--- src/rtl/team_06_echo_mem_sched.sv ---
// Echo delay-line sequencer: writes each accepted sample into a circular SRAM buffer,
// then reads back the sample `offset` positions earlier once enough history exists.
module team_06_echo_mem_sched #(
    parameter int unsigned ADDR_W = 13,
    parameter int unsigned DATA_W = 8
) (
    input  logic              clk,
    input  logic              rst,
    input  logic              sample_valid,
    input  logic [DATA_W-1:0] sample_in,
    input  logic              echo_on,
    input  logic [ADDR_W-1:0] offset,
    output logic              mem_req,
    output logic              mem_we,
    output logic [ADDR_W-1:0] mem_addr,
    output logic [DATA_W-1:0] mem_wdata,
    input  logic              mem_ack,
    input  logic [DATA_W-1:0] mem_rdata,
    output logic [DATA_W-1:0] past_sample,
    output logic              search_enable,
    output logic              busy,
    output logic              sample_done,
    output logic              overrun
);

    typedef enum logic [1:0] {
        ST_IDLE,
        ST_WR,
        ST_RD,
        ST_DONE
    } state_e;

    state_e              state_q, state_d;
    logic [ADDR_W-1:0]   wr_ptr_q, wr_ptr_d;
    logic [ADDR_W-1:0]   fill_cnt_q, fill_cnt_d;
    logic [ADDR_W-1:0]   offset_q, offset_d;
    logic                echo_on_q, echo_on_d;
    logic                mem_req_q, mem_req_d;
    logic                mem_we_q, mem_we_d;
    logic [ADDR_W-1:0]   mem_addr_q, mem_addr_d;
    logic [DATA_W-1:0]   mem_wdata_q, mem_wdata_d;
    logic [DATA_W-1:0]   past_sample_q, past_sample_d;
    logic                search_enable_q, search_enable_d;
    logic                busy_q, busy_d;
    logic                sample_done_q, sample_done_d;
    logic                overrun_q, overrun_d;

    logic                ack;
    logic [ADDR_W-1:0]   rd_addr;
    logic [ADDR_W-1:0]   fill_inc;
    logic                hist_ok;

    assign ack      = mem_req_q & mem_ack;
    assign rd_addr  = ADDR_W'(wr_ptr_q - offset_q);
    assign fill_inc = (fill_cnt_q == {ADDR_W{1'b1}}) ? fill_cnt_q : ADDR_W'(fill_cnt_q + ADDR_W'(1));
    // Read only when the requested delay is already covered by stored history
    assign hist_ok  = echo_on_q && (offset_q != '0) && (fill_inc > offset_q);

    always_ff @(posedge clk or posedge rst) begin
        if (rst) begin
            state_q         <= ST_IDLE;
            wr_ptr_q        <= '0;
            fill_cnt_q      <= '0;
            offset_q        <= '0;
            echo_on_q       <= 1'b0;
            mem_req_q       <= 1'b0;
            mem_we_q        <= 1'b0;
            mem_addr_q      <= '0;
            mem_wdata_q     <= '0;
            past_sample_q   <= '0;
            search_enable_q <= 1'b0;
            busy_q          <= 1'b0;
            sample_done_q   <= 1'b0;
            overrun_q       <= 1'b0;
        end else begin
            state_q         <= state_d;
            wr_ptr_q        <= wr_ptr_d;
            fill_cnt_q      <= fill_cnt_d;
            offset_q        <= offset_d;
            echo_on_q       <= echo_on_d;
            mem_req_q       <= mem_req_d;
            mem_we_q        <= mem_we_d;
            mem_addr_q      <= mem_addr_d;
            mem_wdata_q     <= mem_wdata_d;
            past_sample_q   <= past_sample_d;
            search_enable_q <= search_enable_d;
            busy_q          <= busy_d;
            sample_done_q   <= sample_done_d;
            overrun_q       <= overrun_d;
        end
    end

    always_comb begin
        state_d         = state_q;
        wr_ptr_d        = wr_ptr_q;
        fill_cnt_d      = fill_cnt_q;
        offset_d        = offset_q;
        echo_on_d       = echo_on_q;
        mem_req_d       = mem_req_q;
        mem_we_d        = mem_we_q;
        mem_addr_d      = mem_addr_q;
        mem_wdata_d     = mem_wdata_q;
        past_sample_d   = past_sample_q;
        search_enable_d = search_enable_q;
        busy_d          = busy_q;
        sample_done_d   = 1'b0;
        overrun_d       = 1'b0;

        unique case (state_q)
            ST_IDLE: begin
                if (sample_valid) begin
                    offset_d    = offset;
                    echo_on_d   = echo_on;
                    mem_req_d   = 1'b1;
                    mem_we_d    = 1'b1;
                    mem_addr_d  = wr_ptr_q;
                    mem_wdata_d = sample_in;
                    busy_d      = 1'b1;
                    state_d     = ST_WR;
                end
            end
            ST_WR: begin
                if (ack) begin
                    wr_ptr_d   = ADDR_W'(wr_ptr_q + ADDR_W'(1));
                    fill_cnt_d = fill_inc;
                    if (hist_ok) begin
                        mem_we_d   = 1'b0;
                        mem_addr_d = rd_addr;
                        state_d    = ST_RD;
                    end else begin
                        mem_req_d       = 1'b0;
                        search_enable_d = 1'b0;
                        sample_done_d   = 1'b1;
                        state_d         = ST_DONE;
                    end
                end
            end
            ST_RD: begin
                if (ack) begin
                    mem_req_d       = 1'b0;
                    past_sample_d   = mem_rdata;
                    search_enable_d = 1'b1;
                    sample_done_d   = 1'b1;
                    state_d         = ST_DONE;
                end
            end
            ST_DONE: begin
                busy_d  = 1'b0;
                state_d = ST_IDLE;
            end
            default: state_d = ST_IDLE;
        endcase

        // Any strobe outside IDLE is dropped
        if (sample_valid && (state_q != ST_IDLE)) begin
            overrun_d = 1'b1;
        end
    end

    assign mem_req       = mem_req_q;
    assign mem_we        = mem_we_q;
    assign mem_addr      = mem_addr_q;
    assign mem_wdata     = mem_wdata_q;
    assign past_sample   = past_sample_q;
    assign search_enable = search_enable_q;
    assign busy          = busy_q;
    assign sample_done   = sample_done_q;
    assign overrun       = overrun_q;

endmodule

--- config.mk ---
export PLATFORM = sky130hd
export DESIGN_NAME = team_06_echo_mem_sched
export DESIGN_NICKNAME = d
export VERILOG_FILES = /design/src/rtl/team_06_echo_mem_sched.sv
export SDC_FILE = /design/constraint.sdc
export NUM_CORES = 1
export LEC_CHECK = 0
export ABC_CLOCK_PERIOD_IN_PS = 3200
export CAP_MARGIN = 0
export CORE_AREA = 10 10 115 117
export CTS_CLUSTER_DIAMETER = 40
export DETAILED_ROUTE_END_ITERATION = 8
export DIE_AREA = 0 0 125 127
export PLACE_DENSITY = 0.67
export SYNTH_ARGS = -nofsm -noshare
export SYNTH_HDL_FRONTEND = slang
export SYNTH_SLANG_ARGS = --single-unit
--- constraint.sdc ---
create_clock -name clk -period 3.2 [get_ports clk]
set_clock_uncertainty 0.15 [all_clocks]
set_input_delay 0.32 -clock clk [delete_from_list [all_inputs] [get_ports clk]]
set_output_delay 0.32 -clock clk [all_outputs]
set_load 0.05 [all_outputs]
; Word-level counts from Yosys, hierarchy flattened
; Index checks and enable logic that the tools add are counted.
[word_totals]
out_inout_bits = 35
ff_bits = 77
word_cells = 72
[op_classes]
n_eq_ne = 9
add_sub_neg = 3
order_cmp = 1
n_reduce_logical = 18
n_mux = 26
n_bitwise = 1
[op_table]
columns = cell, count
row1 = $mux 13, 4
row2 = $add 13x1->13 const B, 2
row3 = $pmux 13 s2, 1
row4 = $eq 13x13->1 const B, 1
row5 = $gt 13x13->1, 1
row6 = $reduce_bool 13->1, 1
row7 = $sub 13x13->13, 1
row8 = $mux 1, 12
row9 = $ne 2x2->1 const B, 5
row10 = $pmux 1 s2, 4
row11 = $pmux 2 s4, 1
row12 = $reduce_and 2->1, 4
row13 = $reduce_and 4->1, 2
row14 = $reduce_bool 2->1, 4
row15 = $mux 2, 3
row16 = $reduce_and 5->1, 1
row17 = $eq 2x2->1 const B, 2
row18 = $logic_and 1x1->1, 3
row19 = $pmux 1 s3, 1
row20 = $reduce_and 3->1, 1
row21 = $reduce_bool 3->1, 1
row22 = $eq 2x1->1 const B, 1
row23 = $logic_not 2->1, 1
row24 = $and 1x1->1, 1

; Depth between registers and ports, before layout
[depth]
depth_word = 7
ltp_mapped = 16

; Worst setup path after synthesis
; Ideal clock, no wire load.
[synth_path]
path_type = register to register
from = register fill_cnt_q[0]
to = register mem_addr_q[0], in the netlist mem_addr[0]
setup_time_ns = 0.126
setup_slack_ns = -0.208
required_time_ns = 2.924
stages_incl_launch_ff = 16
period_less_slack_ns = 3.408
t_arrival_ns = 3.132
cell_sequence = dfrtp_1 -> ha_1 -> nand2_1 -> nor3_1 -> nor4_1 -> nand3_1 -> xnor2_1 -> ha_1 -> nand4_1 -> o41ai_1 -> a31oi_1 -> and4_4 -> and2_4 -> nor2_4 -> buf_4 -> a221o_1
[synth_via]
elab_chain_cells = 6
elab_cells_between_ends = 7
cone_classes = 1 x add/sub / 1 x order compare / 2 x eq/ne / 1 x mux / 2 x reduce/logical
[synth_rtl]
columns = item, line_no
row1 = "start, declared", 35  ; logic [ADDR_W-1:0] fill_cnt_q, fill_cnt_d;
row2 = "start signal, assigned", 78  ; fill_cnt_q <= fill_cnt_d;
row3 = $add 13x1->13 or $eq 13x13->1 (tied branches), 55  ; assign fill_inc = (fill_cnt_q == {ADDR_W{1'b1}}) ? fill_cnt_q : ADDR_W'(fill_cnt_q + ADDR_W'(1));
row4 = $mux 13 (*), 55
row5 = via fill_inc[11], 50  ; logic [ADDR_W-1:0] fill_inc;
row6 = $gt 13x13->1 (*), 57  ; assign hist_ok = echo_on_q && (offset_q != '0) && (fill_inc > offset_q);
row7 = $logic_and 1x1->1 (*), 57
row8 = $ne 2x2->1 (no line) (*), -
row9 = $reduce_and 4->1 (no line) (*), -
row10 = "end signal, assigned", 83  ; mem_addr_q <= mem_addr_d;
row11 = "end, declared", 40  ; logic [ADDR_W-1:0] mem_addr_q, mem_addr_d;
; Mark *: on every way through the listed nets, which the timed path passes. The rest lies on a longest branch.
; A chain may end at the register's enable or synchronous reset.

; Worst setup path after layout
[layout_path]
from = register fill_cnt_q[5]
to = register fill_cnt_q[11]
[layout_via]
elab_chain_cells = 2
elab_cells_between_ends = 3
cone_classes = 1 x add/sub / 1 x eq/ne / 1 x mux
[layout_rtl]
columns = item, line_no
row1 = $add 13x1->13 or $eq 13x13->1 (tied branches), 55
row2 = $mux 13 (*), 55
; Mark *: on every way between the ends. The rest lies on a longest branch, timed or not.

==> flow_metrics.py <==
metrics = {
    "layout": {
        "drive_gt1_frac": 0.239,
        "final_cell_area_mm2": 0.00592,
        "mostFrequentLayoutCells": "77 x dfrtp_1, 68 x clkdlybuf4s50_1, 50 x buf_4",
        "final_nets": 589,
        "area_delta_synth_final_pct": 38.2,
        "final_cells": 671,
        "utilization": 0.532,
        "diodes": 0,
        "final_common_cell": "dfrtp_1",
    },
    "routing": {
        "ant_nets": 0,
        "wl_um": 10800,
        "vias": 3466,
        "vias_per_cell": 5.17,
        "drt-wirelength-per-cell_um": 16.1,
        "drt_first_pass_iters": 5,
        "initialDrtViolationCount": 190,
        "drc": 0,
    },
    "logic_synthesis": {
        "synth_compound_area_frac": 0.110,
        "synth_xor_area_frac": 0.0778,
        "ys.flop_type": "dfrtp_1",
        "syn-cell-area_mm2": 0.00428,
        "yosysWarningCount": 0,
        "synth-adder-area-share": 0.0953,
        "yosys.area.top_type": "dfrtp_1",
        "syn_inst": 400,
        "synth.area.top_cells": "dfrtp_1 45%, ha_1 9.1%, mux2_2 8.4%, xnor2_1 5.3%, nand2_1 2.7%",
        "synth_top_area_share": 0.450,
        "synth.mux.area_fraction": 0.0865,
        "synth_simple_gate_area_share": 0.152,
        "ys_seq_area_frac": 0.450,
        "ys_seq_elements": 77,
        "synthArstFlopShare": 1.00,
        "synth_top_family_by_area": "simple AND/OR/NAND/NOR gates",
        "syn_avg_cell_area_um2": 10.7,
        "synth_fp_nets": 466,
        "yosys.cell_types.count": 45,
        "synth_edf_count": 0,
    },
    "grt": {
        "gr-usage-met1": 0.155,
        "grt_max_degree": 28,
        "grt_pass1_wl_um": 17700,
        "groute.layer.met3.usage": 0.0318,
        "grt_antenna_before_repair": 0,
        "gr-total-overflow": 0,
        "grt_use_total": 0.133,
        "top_usage_layer": "met2",
        "grt_pass1_vias": 3622,
        "gr-usage-met2": 0.234,
    },
    "timing": {
        "fmax_mhz": 305,
        "timing.slew.headroom": 0.642,
        "finalCritPeriodShare": 1.02,
        "min_period_ns": 3.28,
        "setup_viol": 4,
        "final-hold-violation-count": 0,
        "tightestPinTransition_ns": 0.535,
        "worst_slack_ns": -0.0774,
        "report.final.slew_viol_count": 0,
        "rsz0062_at_grt": "yes",
    },
    "critical_path": {
        "critPathLaunch": "fill_cnt_q[5]",
        "required_ns": 3.30,
        "cp-start-kind": "flop",
        "r2r_start": "fill_cnt_q[5]",
        "cp-end-kind": "flop",
        "path_class": "reg2reg",
        "critPathMaxFanout": 3,
        "ff2ff_path_depth": 19,
        "arrival_ns": 3.38,
    },
    "place": {
        "port-buffer-count": 68,
        "placedCellCount": 640,
        "gp_congestion": 0.892,
        "placed_cell_area_mm2": 0.00541,
        "dp_hpwl_um": 8290,
        "pre_cts_slack_ns": -0.159,
    },
    "die": {
        "die_h_um": 127,
        "ioPinCount": 69,
        "core_area_mm2": 0.0111,
        "rows": 39,
        "die_x_um": 125,
        "die-area_mm2": 0.0159,
        "floorplan.initialDensity": 0.385,
    },
    "cts": {
        "cts.path.max_buffers": 2,
        "cts_root_buffer": "clkbuf_16",
        "tritoncts": "yes",
        "clock-sinks": 77,
        "htreeDepth": 3,
        "clk_pin_slew_worst_paths_ns": 0.06,
        "clk_latency_ns": 0.33,
        "numCtsBuffers": 9,
    },
    "power_and_ir_drop": {
        "pwr_density_cell_mw_per_mm2": 919,
        "total_power_w": 0.00544,
        "max-vdd-ir-drop_mv": 0.472,
        "p_leak_nw": 2.78,
    },
    "status": {
        "violations": "negative setup slack",
        "outcome": "complete, but fails checks",
    },
    "hold_path": {
        "hold_path_class": "in2async",
    },
    "job": {
        "maxCapViolations": 0,
    },
}
cell type report:
type / instances / area (µm²)
sequential: 77 / 1930
inverter: 21 / 78.8
clock inverter: 6 / 61.3
fill: 961 / 5210
timing repair buffer: 120 / 1080
tap: 143 / 179
clock buffer: 10 / 239
multi-input combinational: 294 / 2350
stage by stage:
| step | setup TNS [ns] | hold WS (ns) |
|---|---|---|
| floorplan | 0 | 0.306 |
| global placement | -0.388 | 0.322 |
| detailed placement | -1.81 | 0.336 |
| CTS | 0 | 0.205 |
| global route | -3.02 | 0.242 |
| finish | -0.169 | 0.189 |
what timing repair did:
action                                  CTS  global route
buffers inserted                         13             3
pin swaps                                14             5
endpoints found under the setup margin   15            17
hold buffers                              0             0
hold endpoints to repair                  0             0
gates cloned                              1             0
resized for setup                        10            10
power breakdown:
part / internal (W) / total (W) / switching, W
combinational: 0.00118 / 0.00283 / 0.00165
clock: 0.000623 / 0.00102 / 0.000394
sequential: 0.00131 / 0.00159 / 0.000285
total: 0.00311 / 0.00544 / 0.00233
Yosys cell counts, types with 2 or more instances:
library cell  number
a211oi_1           2
a21o_1             8
a21oi_1           12
a221o_1           11
a31oi_1            5
and2_1             2
and3_1             8
and4_4             2
buf_4              2
clkbuf_1           6
dfrtp_1           77
ha_1              31
inv_1             21
mux2_2            32
nand2_1           31
nand2b_1           6
nand3_1           14
nand4_1            8
nor2_1            22
nor2b_1            5
nor3_1            13
nor4_1             4
nor4_2             2
o211ai_1           2
o21a_1             3
o21ai_0           11
o21bai_1           2
o31a_1             2
o31ai_1            2
or3_1              3
xnor2_1           26
xor2_1            12
critical path: stages (launching register included):
cell,delay [ns]
dfrtp_1,0.35
nand4_1,0.19
buf_4,0.20
nor4_4,0.32
nand3_2,0.14
buf_4,0.15
buf_6,0.10
buf_4,0.12
buf_4,0.13
buf_4,0.12
buf_4,0.12
buf_4,0.12
buf_4,0.12
buf_4,0.12
buf_4,0.12
buf_4,0.12
buf_4,0.12
buf_4,0.13
nor2_4,0.09
xor2_1,0.16
registers in the layout, indices dropped and copies added (netlist names):
register,cells
busy,1
echo_on_q,1
fill_cnt_q,13
mem_addr,13
mem_req,1
mem_wdata,8
mem_we,1
offset_q,13
overrun,1
past_sample,8
sample_done,1
search_enable,1
state_q,2
wr_ptr_q,13
cells by family (layout without fill, tap and decap cells):
family / after synthesis / in the layout
flops: 77 / 77
mux: 33 / 33
xor+xnor: 38 / 38
fa+ha+maj: 32 / 32
simple gates: 124 / 125
buf+inv: 30 / 157
compound gates: 66 / 66
metal layers:
metal  vias to the layer above  part of all wire
li1                       1684                 -
met1                      1692              0.43
met2                        74              0.51
met3                        16             0.043
met4                         0             0.018
met5                         -                 0
path summary, 6_finish.rpt:
check / to / slack (ns)
worst min register to register: busy / 0.35
worst max-delay path: fill_cnt_q[11] / -0.08
max in group asynchronous: mem_addr[5] / 1.97
worst max register to register: fill_cnt_q[11] / -0.08
worst min-delay path: mem_wdata[4] / 0.19
min in group clk: busy / 0.35
Note: power is estimated with default switching activity, not from simulation.
